[src/rtl/jt7759_pkg.sv]
// Shared definitions for the jt7759 sample-ROM responder: FSM states,
// default ROM byte-address width and the byte-lane selector.
package jt7759_pkg;

    localparam int ROM_AW = 17;

    typedef enum logic [1:0] {
        ST_IDLE     = 2'd0,
        ST_FETCH    = 2'd1,
        ST_PREFETCH = 2'd2
    } state_t;

    // Words are little-endian: odd byte addresses take the upper lane.
    function automatic logic [7:0] byte_sel(input logic [15:0] word, input logic odd);
        return odd ? word[15:8] : word[7:0];
    endfunction

endpackage

[src/rtl/jt7759_romrsp_cache.sv]
// Two-line word cache for jt7759_romrsp: tag compare, LRU victim and flush.
// Next-line probe outputs exist only with JT7759_ROMRSP_PREFETCH_EN defined.
module jt7759_romrsp_cache import jt7759_pkg::*; #(
    parameter int AW = ROM_AW
) (
    input  logic          clk,
    input  logic          rst,
    input  logic          flush,
    input  logic          lookup_en,
    input  logic [AW-2:0] lookup_tag,
    output logic          hit,
    output logic [15:0]   hit_word,
`ifdef JT7759_ROMRSP_PREFETCH_EN
    output logic          next_miss,
    output logic [AW-2:0] next_tag,
`endif
    input  logic          fill_en,
    input  logic [AW-2:0] fill_tag,
    input  logic [15:0]   fill_word
);
    logic [1:0]    valid;
    logic [AW-2:0] tag  [2];
    logic [15:0]   word [2];
    logic          mru;
    logic          victim;
    logic [1:0]    hit_line;

    assign victim      = ~mru;
    assign hit_line[0] = valid[0] && (tag[0] == lookup_tag);
    assign hit_line[1] = valid[1] && (tag[1] == lookup_tag);
    assign hit         = |hit_line;
    assign hit_word    = hit_line[1] ? word[1] : word[0];

`ifdef JT7759_ROMRSP_PREFETCH_EN
    localparam logic [AW-2:0] TAG_ONE = {{(AW-2){1'b0}}, 1'b1};
    logic [1:0] next_line;

    // Tag arithmetic wraps naturally at the word-address width.
    assign next_tag     = tag[mru] + TAG_ONE;
    assign next_line[0] = valid[0] && (tag[0] == next_tag);
    assign next_line[1] = valid[1] && (tag[1] == next_tag);
    assign next_miss    = valid[mru] && !(|next_line);
`endif

    always_ff @(posedge clk or posedge rst) begin
        if (rst) begin
            valid   <= '0;
            mru     <= 1'b0;
            tag[0]  <= '0;
            tag[1]  <= '0;
            word[0] <= '0;
            word[1] <= '0;
        end else begin
            // Flush outranks a fill landing in the same cycle.
            if (flush) begin
                valid <= '0;
            end else if (fill_en) begin
                valid[victim] <= 1'b1;
                tag[victim]   <= fill_tag;
                word[victim]  <= fill_word;
            end
            if (lookup_en && hit) begin
                mru <= hit_line[1];
            end
        end
    end

endmodule

[src/rtl/jt7759_romrsp.sv]
// jt7759 sample-ROM responder: byte-wide rom_cs/rom_ok port served from a
// 16-bit word memory through a two-line cache. Optional JT7759_ROMRSP_PREFETCH_EN.
module jt7759_romrsp import jt7759_pkg::*; #(
    parameter int AW = ROM_AW
) (
    input  logic          clk,
    input  logic          rst,
    input  logic          rom_cs,
    input  logic [AW-1:0] rom_addr,
    output logic [7:0]    rom_data,
    output logic          rom_ok,
    input  logic          flush,
    output logic          mem_req,
    output logic [AW-2:0] mem_addr,
    input  logic          mem_ack,
    input  logic [15:0]   mem_data
);
    state_t        state;
    logic          discard;
    logic          ok_q;
    logic [AW-1:0] served_addr;
    logic          hit;
    logic [15:0]   hit_word;
    logic          fill_en;
    logic [AW-2:0] req_tag;
`ifdef JT7759_ROMRSP_PREFETCH_EN
    logic          next_miss;
    logic [AW-2:0] next_tag;
`endif

    assign req_tag = rom_addr[AW-1:1];
    assign fill_en = (state != ST_IDLE) && mem_ack && !discard;
    // Gated so a stale ok never survives an address change or rom_cs drop.
    assign rom_ok  = ok_q && rom_cs && (rom_addr == served_addr);

    jt7759_romrsp_cache #(.AW(AW)) u_cache (
        .clk        (clk),
        .rst        (rst),
        .flush      (flush),
        .lookup_en  (rom_cs),
        .lookup_tag (req_tag),
        .hit        (hit),
        .hit_word   (hit_word),
`ifdef JT7759_ROMRSP_PREFETCH_EN
        .next_miss  (next_miss),
        .next_tag   (next_tag),
`endif
        .fill_en    (fill_en),
        .fill_tag   (mem_addr),
        .fill_word  (mem_data)
    );

    always_ff @(posedge clk or posedge rst) begin
        if (rst) begin
            ok_q        <= 1'b0;
            rom_data    <= '0;
            served_addr <= '0;
        end else begin
            ok_q <= rom_cs && hit && !flush;
            if (rom_cs && hit) begin
                rom_data    <= byte_sel(hit_word, rom_addr[0]);
                served_addr <= rom_addr;
            end
        end
    end

    always_ff @(posedge clk or posedge rst) begin
        if (rst) begin
            state    <= ST_IDLE;
            mem_req  <= 1'b0;
            mem_addr <= '0;
            discard  <= 1'b0;
        end else begin
            case (state)
                ST_IDLE: begin
                    if (rom_cs && !hit) begin
                        state    <= ST_FETCH;
                        mem_req  <= 1'b1;
                        mem_addr <= req_tag;
                        discard  <= 1'b0;
                    end
`ifdef JT7759_ROMRSP_PREFETCH_EN
                    else if (next_miss && !flush) begin
                        state    <= ST_PREFETCH;
                        mem_req  <= 1'b1;
                        mem_addr <= next_tag;
                        discard  <= 1'b0;
                    end
`endif
                end
                // Fetches cannot be cancelled; a flush only poisons the fill.
                ST_FETCH, ST_PREFETCH: begin
                    if (flush) begin
                        discard <= 1'b1;
                    end
                    if (mem_ack) begin
                        mem_req <= 1'b0;
                        state   <= ST_IDLE;
                    end
                end
                default: begin
                    state   <= ST_IDLE;
                    mem_req <= 1'b0;
                end
            endcase
        end
    end

endmodule

[config.mk]
export PLATFORM = sky130hd
export DESIGN_NAME = jt7759_romrsp
export DESIGN_NICKNAME = d
export VERILOG_FILES = /design/src/rtl/jt7759_pkg.sv /design/src/rtl/jt7759_romrsp_cache.sv /design/src/rtl/jt7759_romrsp.sv
export SDC_FILE = /design/constraint.sdc
export NUM_CORES = 1
export LEC_CHECK = 0
export CORE_MARGIN = 10
export CORE_UTILIZATION = 55
export CTS_BUF_LIST = sky130_fd_sc_hd__clkbuf_2
export CTS_CLUSTER_SIZE = 30
export DETAILED_ROUTE_END_ITERATION = 16
export PLACE_DENSITY = 0.79
export SYNTH_ARGS = -nofsm -noshare
export SYNTH_HDL_FRONTEND = slang
export SYNTH_SLANG_ARGS = --single-unit
export TNS_END_PERCENT = 5
[constraint.sdc]
create_clock -name clk -period 10.5 [get_ports clk]
set_input_delay 2.1 -clock clk [delete_from_list [all_inputs] [get_ports clk]]
set_output_delay 2.1 -clock clk [all_outputs]
set_load 0.005 [all_outputs]
# Yosys cells after proc, flatten, opt, wreduce, memory -nomap -nowiden
# Index checks and enable logic that the tools add are counted.
[classes] order_cmp=4 n_eq_ne=8 mux=19 bitwise_logic=4 reduce_logical=24
[op_table] op="32-bit bitwise mux" count=2
[op_table] op="16-bit equality test" count=2
[op_table] op="16-bit two-way mux" count=2
[op_table] op="17-bit equality test" count=1
[op_table] op="16-bit demux with 1-bit select" count=1
[op_table] op="1-bit logical AND" count=11
[op_table] op="2-bit two-way mux" count=4
[op_table] op="8-bit two-way mux" count=1
[op_table] op="2-bit inequality test, second input constant" count=3
[op_table] op="2-bit AND reduction" count=3
[op_table] op="2-bit nonzero test" count=3
[op_table] op="1-bit two-way mux" count=5
[op_table] op="1-bit case mux with 2 select lines" count=2
[op_table] op="2-bit case mux with 2 select lines" count=1
[op_table] op="2-bit OR reduction" count=2
[op_table] op="1-bit zero test" count=3
[op_table] op="3-bit AND reduction" count=1
[op_table] op="2-bit by 1-bit equality test with 1-bit output, second input constant" count=1
[op_table] op="2-bit equality test, second input constant" count=1
[op_table] op="2-bit >= comparator, second input constant" count=1
[op_table] op="2-bit zero test" count=1
[op_table] op="1-bit by 2-bit < comparator with 1-bit output, second input constant" count=1
[op_table] op="2-bit by 1-bit < comparator with 1-bit output, second input constant" count=1
[op_table] op="1-bit NOT" count=2
[op_table] op="other kinds (4)" count=4
[totals] reg_bits=113 in_bits=38 out_inout_bits=26 wordCells=72

# Depth between registers and ports, before layout
[logic_depth] depth_word=8 depth_mapped=9 mapped_depth_nobuf=6

# Modules after synthesis
# From an unflattened synthesis, not the netlist that was laid out.
[hier_totals] hier_cells=353 hier_area_um2=5056.1
[by_module_without_submodules] module="jt7759_romrsp_cache" n_inst=1 cells_each=213 area_per_inst_um2=3096.7 seq_area_each_um2=1676.6
[by_module_without_submodules] module="jt7759_romrsp" n_inst=1 cells_each=140 area_per_inst_um2=1959.4 seq_area_each_um2=1101.1

# Worst setup path after synthesis
# No wires, ideal clock.
[synth_path] kind="input -> output" start="input port rom_addr[0]" end="output port rom_ok" arrival_ns=3.530 t_required_ns=8.400 slack_ns=4.870 stages=5 n_path_buf=2 cell_sequence="clkbuf_1 -> clkbuf_1 -> xnor2_1 -> nand4_1 -> nor4_1"
[synth_via] elab_chain_len=2
[synth_rtl] element="start: declaration" line_no="jt7759_romrsp.sv:9" rtl="input logic [AW-1:0] rom_addr,"
[synth_rtl] element="17-bit equality test" line_no="jt7759_romrsp.sv:34" rtl="assign rom_ok = ok_q && rom_cs && (rom_addr == served_addr);"
[synth_rtl] element="1-bit logical AND" line_no="jt7759_romrsp.sv:34"
[synth_rtl] element="end: declaration" line_no="jt7759_romrsp.sv:11" rtl="output logic rom_ok,"
# Every way passes these cells.

# Final worst setup path
[layout_path] start="input port rom_addr[16]" end="output port rom_ok"
# The elaborated chain is that of the path after synthesis.

==> results_dict.tcl <==
set metrics [dict create \
    clk_latency_ns 0.60 \
    grt_pass1_vias 3163 \
    die_y_um 116 \
    cp-start-kind "input port" \
    slew-limit-headroom 0.289 \
    rsz0062_at_grt "no" \
    path_class "input port to output port" \
    vias 2876 \
    path_cells "clkdlybuf4s50_1 -> xor2_1 -> nor4_1 -> nand4_1 -> nor4_1 -> clkdlybuf4s50_1" \
    slew_viol_final 0 \
    hold-path-endpoint "u_cache.valid[1]" \
    internal-power_mw 0.674 \
    grt_usage 0.156 \
    crit_family "buffers and inverters" \
    hp-start "u_cache.valid[1]" \
    overflow 0 \
    hpwl_um 6970 \
    io_pins 64 \
    postRouteAntennaNets 0 \
    drv_cap 0 \
    max-vdd-ir-drop_mv 0.0990 \
    ctsHoldBuffers 0 \
    pwr-share-seq 0.584 \
    grt_start_max_net_pins 82 \
    reg2reg_slack_ns 7.23 \
    slowest_delay_ns 0.57 \
    num_rows 34 \
    placedCellCount 505 \
    syn-cell-area_sq_um 5040 \
    hold_class "flip-flop to flip-flop" \
    p_sw_mw 0.269 \
    drtPass1Iterations 4 \
    finalPower_mw 0.943 \
    fin_cells 521 \
    fin_area_sq_um 5880 \
    ys.warnings.count 0 \
    numCtsBuffers 9 \
    cts_max_path_buffers 2 \
    combPwrFrac 0.210 \
    power_density_nw_per_um2 160 \
    h-tree-depth 3 \
    synth_edf_count 0 \
    grt_pass1_wl_um 16500 \
    n_antenna_cell 0 \
    root_buffer "clkbuf_2" \
    setup_tns_ns 0 \
    port-buffer-count 63 \
    drtIter0Drc 115 \
    clk_pin_slew_ns 0.26 \
    wirelength_um 9980 \
    outcome "complete, no violations" \
    path_buf_inv 2 \
    end_kind "output port" \
    drc 0 \
    worst_pin_slew_ns 1.06 \
    syn_area_per_cell_sq_um 14.6 \
    cts_tree "yes" \
    fin_crit_ns 6.27 \
    seq_area_frac_synth 0.551 \
    crit_required_ns 8.40 \
    r2r_cells 7 \
    antenna_found_initial 0 \
    synth_cell_types 27 \
    syn-num-nets 382 \
    hold-path-cell-count 1 \
    dieArea_sq_um 13400 \
    syn_inst 344 \
    drive_gt1_frac 0.264 \
    reg2reg_to "served_addr[15]" \
    finish.utilization 0.668 \
    post_cts_resize_count 0 \
    cp_slowest_cell "clkdlybuf4s50_1" \
    timing.final.crit_share 0.597 \
    dpl_cell_area_sq_um 5770 \
    cts.sinks 111 \
    core_sq_um 8810 \
    skew_ns 0.0232 \
    r2r-start "u_cache.tag[10]" \
    place_congestion 0.765 \
    synth_flop_cell "dfrtp_1" \
    fin_ws_ns 4.23 \
    syn2layout_area_growth_pct 16.7 \
    wl_per_cell_um 19.1 \
    vias_per_cell 5.52 \
    leakage_nw 2.86 \
    switching_share 0.285 \
    clock_power_share 0.206 \
    ys_ff_latch 111 \
    holdWs_ns 0.521 \
    nets 446 \
    pre_cts_slack_ns 4.20 \
    fmax_ghz 0.160 \
    setup_viol 0 \
    initial_utilization 0.572 \
    async_flop_share 1.00 \
    hold_viol 0 \
    cts_setup_buffers 0 \
    critical_path_arrival_ns 4.17 \
    path_max_fanout 5 \
    die-width_um 116 \
]
## cells by family after synthesis
| family | Yosys count | share of synthesized area |
|---|---|---|
| AO/OA/AOI/OAI | 7 | 0.00968 |
| multiplexers | 129 | 0.296 |
| XOR/XNOR | 49 | 0.0852 |
| AND/OR/NAND/NOR | 28 | 0.0365 |
| flip-flops | 111 | 0.551 |
| buffers and inverters | 20 | 0.0209 |
## metal layers
layer  vias to the layer above  share of wire  global-route usage
met4                         0          0.011              0.0450
met3                         9          0.047              0.0465
met2                        47           0.48               0.250
met1                      1477           0.46               0.202
li1                       1343              -                   -
met5                         -              0                   0
## cell usage in the layout, fill, tap and decap left out, drive strengths merged
master / count
dfrtp: 111
mux2: 105
clkdlybuf4s50: 63
xor2: 35
mux2i: 24
xnor2: 14
clkbuf: 10
nor4: 8
nand4: 7
inv: 7
a21o: 4
buf: 4
clkinv: 4
nor3: 3
nand2: 2
and3: 2
nor2: 2
nor4b: 1
o21ai: 1
nor2b: 1
o32ai: 1
nand3: 1
or4b: 1
a21oi: 1
bufinv: 1
## power by group through the flow
stage               Clock (mW)  Combinational [mW]  Sequential (mW)
floorplan                    0               0.122            0.547
finish                   0.195               0.198            0.551
global route             0.216               0.217            0.562
CTS                      0.201               0.201            0.552
global placement             0               0.195            0.554
detailed placement           0               0.200            0.560
## worst max path at each step
stage / cells after the start / startpoint / to
CTS: 6 / rom_addr[16] / rom_ok
global placement: 6 / rom_addr[16] / rom_ok
finish: 6 / rom_addr[16] / rom_ok
global route: 6 / rom_addr[16] / rom_ok
floorplan: 5 / rom_addr[0] / rom_ok
detailed placement: 6 / rom_addr[2] / rom_ok
## area by class of cell
type / count / area, sq um
inverter: 6 / 25.0
multi-input combinational: 213 / 2170
sequential: 111 / 2780
fill: 658 / 2930
clock inverter: 6 / 60.1
tap: 108 / 135
clock buffer: 10 / 50.0
timing repair buffer: 67 / 661
## flip-flops by register name, indices dropped and copies added, names as in the netlist
| register | count |
|---|---|
| u_cache.tag | 32 |
| u_cache.word | 32 |
| served_addr | 17 |
| mem_addr | 16 |
| rom_data | 8 |
| u_cache.valid | 2 |
| discard | 1 |
| ok_q | 1 |
| state | 1 |
| u_cache.mru | 1 |
## synthesized netlist by cell type, drive strengths merged, types with 2 or more instances
master | number | area (sq um)
a21o | 4 | 30.0
xor2 | 35 | 307
inv | 6 | 22.5
nand4 | 7 | 43.8
clkbuf | 8 | 30.0
and3 | 2 | 12.5
nand2 | 2 | 7.51
nor2 | 2 | 7.51
mux2 | 105 | 1250
buf | 6 | 52.6
dfrtp | 111 | 2780
nor3 | 3 | 20.0
mux2i | 24 | 240
nor4 | 8 | 62.6
xnor2 | 14 | 123
No activity file was read; power rests on OpenSTA's default activity.
